==> config.mk <==
export PLATFORM = sky130hd
export DESIGN_NAME = rx_iq_decim
export DESIGN_NICKNAME = d
export VERILOG_FILES = /design/src/rtl/sdr_pkg.sv /design/src/rtl/rx_decim_chan.sv /design/src/rtl/rx_iq_decim.sv
export SDC_FILE = /design/constraint.sdc
export NUM_CORES = 1
export LEC_CHECK = 0
export BUFFER_PORTS_ARGS = -buffer_cell sky130_fd_sc_hd__buf_2
export CAP_MARGIN = 15
export CORE_MARGIN = 4
export CORE_UTILIZATION = 62
export DETAILED_ROUTE_END_ITERATION = 10
export GPL_TIMING_DRIVEN = 0
export PLACE_DENSITY = 0.8
export REMOVE_ABC_BUFFERS = 1
export SLEW_MARGIN = 20
export SYNTH_ARGS = -nofsm -noshare
export SYNTH_HDL_FRONTEND = slang
export SYNTH_SLANG_ARGS = --single-unit
==> constraint.sdc <==
create_clock -name clk -period 5.8 [get_ports clk]
set_input_delay 0.58 -clock clk [delete_from_list [all_inputs] [get_ports clk]]
set_output_delay 0.58 -clock clk [all_outputs]
set_load 0.005 [all_outputs]
==> src/rtl/sdr_pkg.sv <==
// sdr_pkg: sample/IQ widths shared by the RX decimator, the AFE and the FIFO glue
package sdr_pkg;
    localparam int SAMPLE_WIDTH   = 12;
    localparam int IQ_PAIR_WIDTH  = 2 * SAMPLE_WIDTH;
    localparam int MAX_RATIO_LOG2 = 4;
    localparam int ACC_WIDTH      = SAMPLE_WIDTH + MAX_RATIO_LOG2;
endpackage

==> src/rtl/rx_decim_chan.sv <==
// rx_decim_chan: one I or Q channel of the block-average decimator
module rx_decim_chan
    import sdr_pkg::*;
#(
    parameter int SW = SAMPLE_WIDTH,
    parameter int MR = MAX_RATIO_LOG2
) (
    input  logic                 clk,
    input  logic                 rst,
    input  logic signed [SW-1:0] sample,
    input  logic                 in_valid,
    input  logic                 last,
    input  logic [2:0]           r,
    output logic signed [SW-1:0] result
);
    localparam int AW = SW + MR;
    localparam logic signed [AW:0] MAX_V = (AW+1)'((1 << (SW - 1)) - 1);
    localparam logic signed [AW:0] MIN_V = -MAX_V - (AW+1)'(1);
    logic signed [AW-1:0] acc, sum;
    logic [AW:0] half;
    logic signed [AW:0] rnd, sh;
    assign sum  = acc + {{MR{sample[SW-1]}}, sample};
    assign half = (r == 3'd0) ? '0 : (AW+1)'(1) << (r - 3'd1);
    // one extra bit keeps the rounding add from wrapping at full scale
    assign rnd  = {sum[AW-1], sum} + $signed(half);
    assign sh   = rnd >>> r;
    assign result = (sh > MAX_V) ? MAX_V[SW-1:0] : (sh < MIN_V) ? MIN_V[SW-1:0] : sh[SW-1:0];
    always_ff @(posedge clk) begin
        if (rst)
            acc <= '0;
        else if (in_valid)
            acc <= last ? '0 : sum;
    end
endmodule

==> src/rtl/rx_iq_decim.sv <==
// rx_iq_decim: power-of-two IQ decimator feeding the a2f FIFO, dropping on full
module rx_iq_decim
    import sdr_pkg::*;
#(
    parameter int IQ_PAIR_WIDTH  = sdr_pkg::IQ_PAIR_WIDTH,
    parameter int SAMPLE_WIDTH   = sdr_pkg::SAMPLE_WIDTH,
    parameter int MAX_RATIO_LOG2 = sdr_pkg::MAX_RATIO_LOG2
) (
    input  logic                     clk,
    input  logic                     rst,
    input  logic [IQ_PAIR_WIDTH-1:0] in_data,
    input  logic                     in_valid,
    input  logic [2:0]               ratio_log2,
    input  logic                     fifo_full_i,
    output logic [IQ_PAIR_WIDTH-1:0] out_data,
    output logic                     out_wr,
    output logic [15:0]              drop_cnt
);
    localparam int MR = MAX_RATIO_LOG2;
    logic [MR-1:0] phase;
    logic [MR:0] mask;
    logic [2:0] r_q, r_lim, r_cur;
    logic last;
    logic [SAMPLE_WIDTH-1:0] i_res, q_res;
    assign r_lim = (ratio_log2 > 3'(MR)) ? 3'(MR) : ratio_log2;
    // a new block picks up the ratio at its first sample; later samples use the latched one
    assign r_cur = (phase == '0) ? r_lim : r_q;
    assign mask  = ((MR+1)'(1) << r_cur) - (MR+1)'(1);
    assign last  = in_valid && ({1'b0, phase} == mask);
    rx_decim_chan #(.SW(SAMPLE_WIDTH), .MR(MR)) u_i (
        .clk(clk), .rst(rst), .sample(in_data[SAMPLE_WIDTH-1:0]), .in_valid(in_valid),
        .last(last), .r(r_cur), .result(i_res)
    );
    rx_decim_chan #(.SW(SAMPLE_WIDTH), .MR(MR)) u_q (
        .clk(clk), .rst(rst), .sample(in_data[2*SAMPLE_WIDTH-1:SAMPLE_WIDTH]), .in_valid(in_valid),
        .last(last), .r(r_cur), .result(q_res)
    );
    always_ff @(posedge clk) begin
        if (rst) begin
            phase    <= '0;
            r_q      <= '0;
            out_wr   <= 1'b0;
            out_data <= '0;
            drop_cnt <= '0;
        end else begin
            out_wr <= last && !fifo_full_i;
            if (in_valid) begin
                phase <= last ? '0 : phase + 1'b1;
                if (phase == '0)
                    r_q <= r_lim;
            end
            if (last && !fifo_full_i)
                out_data <= {q_res, i_res};
            if (last && fifo_full_i && drop_cnt != 16'hFFFF)
                drop_cnt <= drop_cnt + 16'd1;
        end
    end
endmodule

==> results of run 1 <==
==> synthesized netlist by cell type (21+ instances only) <==
cell type  count  area (um^2)
nor3_1        30        150.1
clkbuf_1      57        214.0
nand2b_1      39        244.0
dfxtp_1       80         1602
o211ai_1      21        157.7
nand3_1       71        355.3
o21ai_0       53        265.3
and3_1        23        143.9
inv_1         21        78.83
a21oi_1       82        410.4
o32ai_1       23        201.4
xnor2_1       33        289.0
nand2_1       88        330.3
ha_1          47        588.1
nor2_1       136        510.5
xor2_1        24        210.2
a211oi_1      21        157.7
==> area by class of cell <==
| cell class | count | area (um^2) | area share (%) |
|---|---|---|---|
| multi-input cells | 931 | 6177 | 69.10 |
| flip-flops and latches | 80 | 1602 | 17.91 |
| repair buffers | 81 | 550.5 | 6.158 |
| clock buffers | 9 | 225.2 | 2.519 |
| well taps | 172 | 215.2 | 2.407 |
| clock inverters | 7 | 86.33 | 0.9657 |
| inverters | 22 | 83.83 | 0.9377 |
==> what timing repair did <==
item | CTS | global route
endpoints found under the setup margin | 27 | 27
gates resized for setup | 8 | 5
setup buffers | 0 | 1
cloned | 1 | 0
pin swaps | 1 | 1
==> cells in the final DEF (no fill, tap or decap), types with 22 or more instances in the layout <==
cell      synthesis  final
xor2_1           24     24
nor3_1           30     28
nand2_1          88     88
a21oi_1          82     80
nand3_1          71     71
nor2_1          136    134
dfxtp_1          80     80
xnor2_1          33     33
and3_1           23     23
buf_2             4     69
o32ai_1          23     22
nand2b_1         39     39
ha_1             47     47
o21ai_0          53     53
==> worst max-delay path by stage <==
stage	startpoint	end	slack, ns	depth (start not counted)
after floorplan	phase[0]	out_data[0]	-1.84	16
after global placement	phase[0]	out_data[3]	-5.26	16
after detailed placement	phase[0]	out_data[16]	-0.71	20
after CTS	phase[0]	out_data[3]	0.03	17
after global routing	phase[0]	out_data[3]	-0.009	20
final	phase[0]	out_data[19]	0.19	21
==> state kept, by name, indices dropped and copies added (netlist names) <==
register and flops:
out_data 24, drop_cnt 16, u_i.acc 16, u_q.acc 16, phase 4, r_q 3
out_wr 1
==> per-layer routing <==
| layer | share of wire (%) | track usage (%) | wire [um] |
|---|---|---|---|
| met5 | 0 | 0 | 0 |
| met3 | 5.9 | 4.828 | 1320 |
| met4 | 3.3 | 13.52 | 727 |
| met1 | 44 | 38.23 | 9912 |
| met2 | 46 | 47.94 | 10320 |
==> per-stage QoR <==
stage | worst slack, ns | hold slack (ns)
detailed placement | -0.7056 | 0.4476
global route | -0.009160 | 0.4893
global placement | -5.256 | 0.4449
finish | 0.1897 | 0.4520
CTS | 0.02772 | 0.4562
floorplan | -1.837 | 0.4427
==> cell families (layout without fill, tap and decap cells) <==
| logic type | Yosys count | after routing | synth area share [%] |
|---|---|---|---|
| other | 1 | 2 | 0.04679 |
| buffers and inverters | 93 | 119 | 4.730 |
| flip-flops | 80 | 80 | 19.98 |
| XOR/XNOR | 58 | 58 | 6.432 |
| multiplexers | 17 | 17 | 2.342 |
| AND/OR/NAND/NOR | 463 | 463 | 28.66 |
| adder cells (fa/ha/maj) | 49 | 49 | 7.836 |
| AO/OA/AOI/OAI | 341 | 342 | 29.97 |
==> worst max-delay path: cells and delay by family, from the launching register on <==
kind / cells / cell delay, ns
flip-flops: 1 / 0.43
adder cells (fa/ha/maj): 3 / 0.67
multiplexers: 1 / 0.30
AND/OR/NAND/NOR: 6 / 1.53
AO/OA/AOI/OAI: 8 / 2.16
buffers and inverters: 3 / 0.37
==> where the power goes <==
group | switching, mW | internal (mW)
clock network | 0.282 | 0.344
logic | 0.869 | 0.521
registers | 0.0284 | 0.591
total | 1.18 | 1.46
==> results.cfg, run 1 <==
[sta]
relSlewSlack_pct = 33.25
final-setup-viol-count = 0
finClkSkew_ns = 0.009536
layout_min_cycle_time_ns = 5.610
fin_tns_setup_ns = 0
period_share_pct = 96.73
timing.fmax_mhz = 178.2
rsz0062_at_grt = true
slew_viol_final = 0
hold_viol = 0
worst_pin_slew_ns = 0.9734

[placement]
gp_congestion = 0.9586
dp_cells = 1284
io_buffers = 71
place_hpwl_mm = 15.70
dpl_cell_area_um2 = 8514

[worst_hold_path]
hold_path_end = out_data[11]
min_from = out_data[11]
hp-class = reg2reg
hold_depth = 2

[critical_path]
r2r_start = phase[0]
rrSetupSlack_ns = 0.19
max_stage_delay_ns = 0.58
critical_path_required_ns = 6.03
r2r-end = out_data[19]
crit_path_top_delay_cell = a2111oi_2
critPathKind = reg2reg
cp-end-kind = flop
path_cells = inv_1 > ha_1 > or3b_4 > nand2_1 > a21boi_4 > nor2_2 > nand2_1 > inv_1 > ha_1 > ha_1 > nand2_1 > mux2_4 > a211oi_2 > o21ai_2 > nor3_1 > a21boi_1 > a2111oi_2 > o2111ai_1 > o31ai_4 > buf_12 > o32ai_1
rr_worst_depth = 21
worst_setup_path_start_kind = flop
path_max_fanout = 15
critPathArrivalTime_ns = 5.84

[global_routing]
grt_use_total_pct = 29.44
grt_first_pass_wirelength_mm = 36.01
grt_overflow = 0
grt_pass1_vias = 7625
antenna_found_initial = 0
grt_max_degree = 78

[detailed_routing]
dr.pass1.iters = 5
vias = 8475
initialDrtViolationCount = 818
avgViaCountPerCell = 6.509
ant_nets = 0
drc_errors = 0
drt_wl_total_mm = 22.28
wl_per_cell_um = 17.11

[power_and_ir_drop]
total_power_mw = 2.636
p_leak_nw = 3.639
p_per_area_nw_per_um2 = 294.8
ir_drop_v = 0.0001455

[clock_network]
clk_latency_ns = 0.36
cts_buffers = 9
clk_path_buf_depth = 2
ctsHoldBuffers = 0
clkSlewWorstSetupHoldPaths_ns = 0.07
cts_sinks = 80
cts_root_buffer = clkbuf_16
cts_max_level = 3
tritoncts = done

[yosys]
yosysSeqAreaShare_pct = 19.98
synth_edf_count = 0
yosysWarnings = 0
netlist_instances = 1102
synthFlopType = dfxtp_1
syn_area_um2 = 8015
synth_cell_types = 90
synthesis.area_per_instance_um2 = 7.273
synth_seq_cells = 80
ys_async_sr_fraction_pct = 0

[status]
outcome = completed

[cells_and_area]
design_area_um2 = 8940
fillers = 1116
syn_to_final_growth_pct = 11.54
drive_above_1_share_pct = 13.10
final_util_pct = 70.84
n_antenna_cell = 0
nets = 1205
stdcell_count = 1302

[floorplanning]
die_h_um = 121.7
fp.coreArea_um2 = 12620
die_area_um2 = 14810
die_x_um = 121.7
ios = 72
rows = 41
initial_core_util_pct = 63.51

[run]
drv_cap = 0
No activity file was read; power rests on OpenSTA's default activity.
==> inputs of run 2 (changes only) <==
--- a/config.mk
+++ b/config.mk
@@ -11,6 +11,7 @@
 export CORE_UTILIZATION = 62
 export DETAILED_ROUTE_END_ITERATION = 10
 export GPL_TIMING_DRIVEN = 0
+export MAX_ROUTING_LAYER = met4
 export PLACE_DENSITY = 0.8
 export REMOVE_ABC_BUFFERS = 1
 export SLEW_MARGIN = 20
==> run 2 against run 1 <==
- first-iteration DRC count fell by 22%
- die area unchanged
- flip-flop and latch count unchanged
- hold slack improved by 0.0068 ns
==> results.cfg, run 2 (same netlist as run 1, synthesis figures left out) <==
[critical_path]
path_cells = inv_1 > ha_1 > or3b_4 > nor2_1 > a21o_4 > nor2_2 > nand2_1 > inv_1 > ha_1 > ha_1 > nand2_1 > mux2_4 > a211oi_2 > o21ai_2 > nor3_1 > a21boi_1 > a2111oi_2 > o2111ai_1 > o31ai_4 > buf_12 > o32ai_1
critPathMostFrequentCell = ha_1
cp-end-kind = flop
crit_path_top_delay_cell = a2111oi_2
cp.depth = 21
critical_path_required_ns = 6.02
critPathKind = reg2reg
max_stage_delay_ns = 0.54
cp_top_family = compound AO/OA/AOI/OAI gates
critPathArrivalTime_ns = 5.65
cp_num_buf_inv = 3
worst_setup_path_start_kind = flop
path_max_fanout = 30
rr_worst_depth = 21

[cells_and_area]
nets = 1210
syn_to_final_growth_pct = 11.77
fillers = 1093
stdcell_count = 1306
layout_common_cells = 134 x nor2_1, 88 x nand2_1, 80 x a21oi_1, 80 x dfxtp_1, 71 x nand3_1
regArea_um2 = 1602
largest_register = out_data
mostFrequentLayoutCell = nor2_1
n_antenna_cell = 0
multi_input_area_um2 = 6177
drive_above_1_share_pct = 13.40
largest_reg_flops = 24

[global_routing]
grt_use_total_pct = 29.81
grt_first_pass_wirelength_mm = 35.67
grt_pass1_vias = 7521
antenna_found_initial = 0
grt_max_degree = 78
grt_overflow = 0

[sta]
finClkSkew_ns = 0.01017
rsz0062_at_grt = false
slew_viol_final = 0
period_share_pct = 93.65
worst_pin_slew_ns = 0.9636
hold_viol = 0
timing.fmax_mhz = 184.1
final-setup-viol-count = 0
relSlewSlack_pct = 33.92
layout_min_cycle_time_ns = 5.432
fin_tns_setup_ns = 0

[run]
drv_cap = 0

[detailed_routing]
ant_nets = 0
drt_wl_total_mm = 21.79
avgViaCountPerCell = 6.407
drc_errors = 0
dr.pass1.iters = 5
wl_per_cell_um = 16.68
initialDrtViolationCount = 639
vias = 8367

[clock_network]
cts_sinks = 80
ctsHoldBuffers = 0
clk_path_buf_depth = 2
cts_max_level = 3
tritoncts = done
clkSlewWorstSetupHoldPaths_ns = 0.06
cts_root_buffer = clkbuf_16
cts_buffers = 9
clk_latency_ns = 0.36

[power_and_ir_drop]
p_int_mw = 1.420
ir_drop_v = 0.0002239
sw_frac_of_total_pct = 44.66
total_power_mw = 2.565
p_switching_mw = 1.146
clockPowerShare_pct = 21.8
power_frac_seq_pct = 24.2
pwr-share-comb_pct = 54.0
p_per_area_nw_per_um2 = 286.3
p_leak_nw = 3.645

[floorplanning]
initial_core_util_pct = 63.51
ios = 72
die_x_um = 121.7
die_h_um = 121.7
fp.coreArea_um2 = 12620
rows = 41
die_area_um2 = 14810

[worst_hold_path]
hold_depth = 2
hp-class = reg2reg

[status]
outcome = completed

[placement]
gp_congestion = 0.9766
io_buffers = 71
dp_cells = 1284
place_hpwl_mm = 15.77
-- run 2: cell count changes in the layout (fill, tap and decap cells not counted), sizes merged --
cell,delta
clkinvlp,+1
inv,-2
buf,+5
clkbuf,+1
bufinv,-1
-- run 2: area by class of cell --
class	count	share of cell area, %
multi-input combinational	931	68.95
sequential	80	17.88
timing repair buffer	86	6.704
clock buffer	10	2.668
tap	172	2.402
inverter	22	0.9358
clock inverter	5	0.4609
-- run 2: what timing repair did --
item,CTS,global route
buffers inserted,0,6
hold endpoints to repair,0,0
pin swaps,0,3
setup endpoints to repair,30,27
gates resized for setup,9,5
cloned,0,1
-- run 2: tightest hold or removal path, cell delays in order, from the launching register on --
cell and delay (ns):
dfxtp_1 0.31, nand2_1 0.05, a21oi_1 0.05
-- run 2: path summary, 6_finish.rpt --
kind         slack (ns)      endpoint         start
max                0.37  out_data[15]      phase[0]
min                0.46  out_data[11]  out_data[11]
max reg2reg        0.37  out_data[15]      phase[0]
min reg2reg        0.46  out_data[11]  out_data[11]
-- run 2: power by group through the flow --
stage	clock (mW)	combinational, mW	sequential, mW
6_report	0.559	1.39	0.620
2_1_floorplan	0	1.00	0.626
3_5_place_dp	0	1.32	0.632
4_1_cts	0.566	1.34	0.620
5_1_grt	0.585	1.53	0.624
3_3_place_gp	0	1.28	0.630
-- run 2: metrics by stage --
| stage | cell area (um^2) | util [%] | hold slack, ns | worst slack (ns) |
|---|---|---|---|---|
| after CTS | 8842 | 70.07 | 0.4575 | 0.01571 |
| after floorplan | 7724 | - | 0.4427 | -1.837 |
| after detailed placement | 8514 | 67.47 | 0.4489 | -0.7027 |
| after global placement | 8294 | 65.72 | 0.4464 | -5.346 |
| final | 8959 | 70.99 | 0.4588 | 0.3682 |
| after global routing | 8959 | 70.99 | 0.4919 | 0.02081 |
-- run 2: layer usage --
layer | wire [um] | GRT usage, % | vias up
li1 | - | - | 4170
met1 | 9969 | 38.21 | 3859
met2 | 9947 | 47.01 | 282
met3 | 1219 | 5.107 | 56
met4 | 648 | 11.69 | 0
met5 | 0 | - | -
==> inputs of run 3 (changes only) <==
--- a/config.mk
+++ b/config.mk
@@ -12,9 +12,10 @@
 export DETAILED_ROUTE_END_ITERATION = 10
 export GPL_TIMING_DRIVEN = 0
 export MAX_ROUTING_LAYER = met4
-export PLACE_DENSITY = 0.8
+export PLACE_DENSITY = 0.79
 export REMOVE_ABC_BUFFERS = 1
 export SLEW_MARGIN = 20
 export SYNTH_ARGS = -nofsm -noshare
 export SYNTH_HDL_FRONTEND = slang
+export SYNTH_HIERARCHICAL = 1
 export SYNTH_SLANG_ARGS = --single-unit
==> run 3 against run 2 <==
- highest routed layer unchanged
- critical path depth grew 1
- design area grew 4.0%
- die area grew 5.3%
- hold slack gained 0.016 ns
- sequential power shrank 3%
- setup slack lost 0.13 ns
- clock skew grew 0.0052 ns
- via count shrank 3.5%
- power grew 8.8%
- register-to-register slack lost 0.13 ns
- global-route usage shrank 4.3 points
==> results.cfg, run 3 <==
[clock_network]
cts_root_buffer = clkbuf_16
cts_buffers = 9
clk_path_buf_depth = 2
ctsHoldBuffers = 0
tritoncts = done
clkSlewWorstSetupHoldPaths_ns = 0.07
cts_max_level = 3
clk_latency_ns = 0.36
cts_sinks = 80

[sta]
hold_viol = 0
final-setup-viol-count = 0
fin_tns_setup_ns = 0
timing.fmax_mhz = 179.8
layout_min_cycle_time_ns = 5.561
finClkSkew_ns = 0.01539
slew_viol_final = 0
holdWs_ns = 0.4748
worst_pin_slew_ns = 1.138
relSlewSlack_pct = 23.97
fin_ws_ns = 0.2385
period_share_pct = 95.89
rsz0062_at_grt = true

[critical_path]
rrSetupSlack_ns = 0.24
critPathArrivalTime_ns = 5.83
critical_path_required_ns = 6.07
crit_path_top_delay_cell = or3b_4
cp_top_family = compound AO/OA/AOI/OAI gates
r2r_start = phase[0]
cp-end-kind = flop
worst_setup_path_start_kind = flop
critPathKind = reg2reg
path_cells = inv_1 > ha_1 > or3b_4 > mux2i_4 > clkinvlp_4 > buf_4 > clkinvlp_4 > and3_1 > ha_1 > o21ai_1 > o21ai_0 > a221oi_1 > o31ai_2 > nand3_2 > nor3_4 > o21ai_1 > a211o_1 > o311a_1 > a211o_2 > o21ai_2 > nand3b_1 > a21oi_1
max_stage_delay_ns = 0.47
cp_num_buf_inv = 4
rr_worst_depth = 22
r2r-end = out_data[21]
path_max_fanout = 14

[detailed_routing]
dr.pass1.iters = 5
avgViaCountPerCell = 6.329
vias = 8076
drt_wl_total_mm = 20.25
initialDrtViolationCount = 623
wl_per_cell_um = 15.87
ant_nets = 0
drc_errors = 0

[power_and_ir_drop]
total_power_mw = 2.791
ir_drop_v = 0.0002090
p_leak_nw = 3.796
p_per_area_nw_per_um2 = 299.7

[floorplanning]
die_h_um = 124.9
fp.coreArea_um2 = 13300
ios = 72
initial_core_util_pct = 63.70
rows = 42
die_x_um = 124.9
die_area_um2 = 15590

[yosys]
yosysSeqAreaShare_pct = 18.91
synth_top_area_share_pct = 18.91
yosysMostFrequentCell = a21oi_1
yosys.area.top_type = dfxtp_1
syn_area_um2 = 8469
synth_edf_count = 0
netlist_top_cells_area = dfxtp_1 19%, ha_1 7.4%, a21oi_1 6.5%
netlist_instances = 1058
synth_seq_cells = 80
yosysWarnings = 6
synthFlopType = dfxtp_1
synthesis.area_per_instance_um2 = 8.005
synth_common_cells = 110 x a21oi_1, 97 x nor2_1, 80 x dfxtp_1
ys_async_sr_fraction_pct = 0
synth_cell_types = 112

[cells_and_area]
drive_above_1_share_pct = 19.36
n_antenna_cell = 0
syn_to_final_growth_pct = 9.957
largest_reg_flops = 24
design_area_um2 = 9313
regArea_um2 = 1602
multi_input_area_um2 = 6461
nets = 1180
mostFrequentLayoutCell = a21oi_1
fillers = 1085
layout_common_cells = 110 x a21oi_1, 97 x nor2_1, 80 x dfxtp_1, 70 x buf_2, 55 x o21ai_0
largest_register = out_data

[global_routing]
antenna_found_initial = 0
grt_first_pass_wirelength_mm = 33.53
grt_pass1_vias = 7043
grt_use_total_pct = 25.52
grt_overflow = 0
grt_max_degree = 62

[worst_hold_path]
hold_path_end = out_data[12]
hp-class = reg2reg
hold_depth = 2
min_from = out_data[12]

[run]
drv_cap = 0

[placement]
place_hpwl_mm = 14.27
dpl_cell_area_um2 = 8832
dp_slack_ns = -0.7298
io_buffers = 71
gp_congestion = 0.9013

[status]
outcome = completed
-- run 3: cell types whose count changed after synthesis, moves of 12 or more --
cell      previous run  this run
and3_1              23        10
nand3b_1             5        26
nand3_1             71        24
nor2b_1              7        32
xor2_1              24        11
nand2_1             88        54
a211oi_1            21         9
nand2b_1            39        17
nor2_1             136        97
clkbuf_1            57        39
o32ai_1             23         2
a21oi_1             82       110
mux2i_1             12        30
-- run 3: layout make-up --
class	instances	share of cell area (%)
clock buffers	9	2.418
clock inverters	7	0.9136
inverters	35	1.612
multi-input cells	880	69.38
flip-flops and latches	80	17.20
well taps	176	2.365
repair buffers	88	6.059
repair inverters	1	0.05374
-- run 3: through the flow --
| stage | util, % | cells |
|---|---|---|
| 2_1_floorplan | - | 994 |
| 3_3_place_gp | 65.28 | 1241 |
| 3_5_place_dp | 66.43 | 1247 |
| 4_1_cts | 69.25 | 1269 |
| 5_1_grt | 70.05 | 1276 |
| 6_report | 70.05 | 1276 |
-- run 3: per-layer routing --
metal  part of all wire [%]  global-route usage [%]  wire length, um  vias up
met5                      0                       -                0        -
met4                   0.74                   4.911              150        0
met3                    5.2                   3.774             1055       10
met2                     46                   40.27             9341      193
met1                     48                   35.19             9702     3842
li1                       -                       -                -     4031
-- run 3: cell families (layout without fill, tap and decap cells) --
family,Yosys count,count (layout),synth area share (%)
simple gates,363,363,23.90
fa+ha+maj,54,54,8.332
mux,51,51,6.899
compound gates,365,366,30.97
flops,80,80,18.91
xor+xnor,44,44,5.038
buf+inv,99,140,5.865
other cells,2,2,0.08867
-- run 3: worst max-delay path by stage --
stage	cells past startpoint	slack, ns	startpoint	end
CTS	24	0.10	phase[0]	out_data[21]
floorplan	21	-3.48	phase[0]	out_data[10]
global route	22	-0.07	phase[0]	out_data[19]
detailed placement	20	-0.73	phase[0]	out_data[12]
global placement	21	-6.41	phase[0]	out_data[10]
finish	22	0.24	phase[0]	out_data[21]
-- run 3: worst register-to-register path: stages (launching register included) --
cell        delay (ns)
dfxtp_1           0.37
inv_1             0.12
ha_1              0.19
or3b_4            0.47
mux2i_4           0.25
clkinvlp_4        0.09
buf_4             0.18
clkinvlp_4        0.27
and3_1            0.28
ha_1              0.36
o21ai_1           0.10
o21ai_0           0.20
a221oi_1          0.15
o31ai_2           0.32
nand3_2           0.23
nor3_4            0.28
o21ai_1           0.13
a211o_1           0.31
o311a_1           0.30
a211o_2           0.42
o21ai_2           0.09
nand3b_1          0.15
a21oi_1           0.21
-- run 3: repair_timing --
| action | CTS | global route |
|---|---|---|
| gates resized for setup | 7 | 14 |
| endpoints found under the setup margin | 23 | 22 |
| hold endpoints to repair | 0 | 0 |
| pin swaps | 2 | 3 |
| cloned | 2 | 0 |
| buffers inserted | 4 | 7 |
-- run 3: report_power, final --
group	internal, mW	total [mW]	switching, mW
clock network	0.343	0.613	0.270
logic	0.651	1.57	0.924
registers	0.584	0.604	0.0205
total	1.58	2.79	1.21
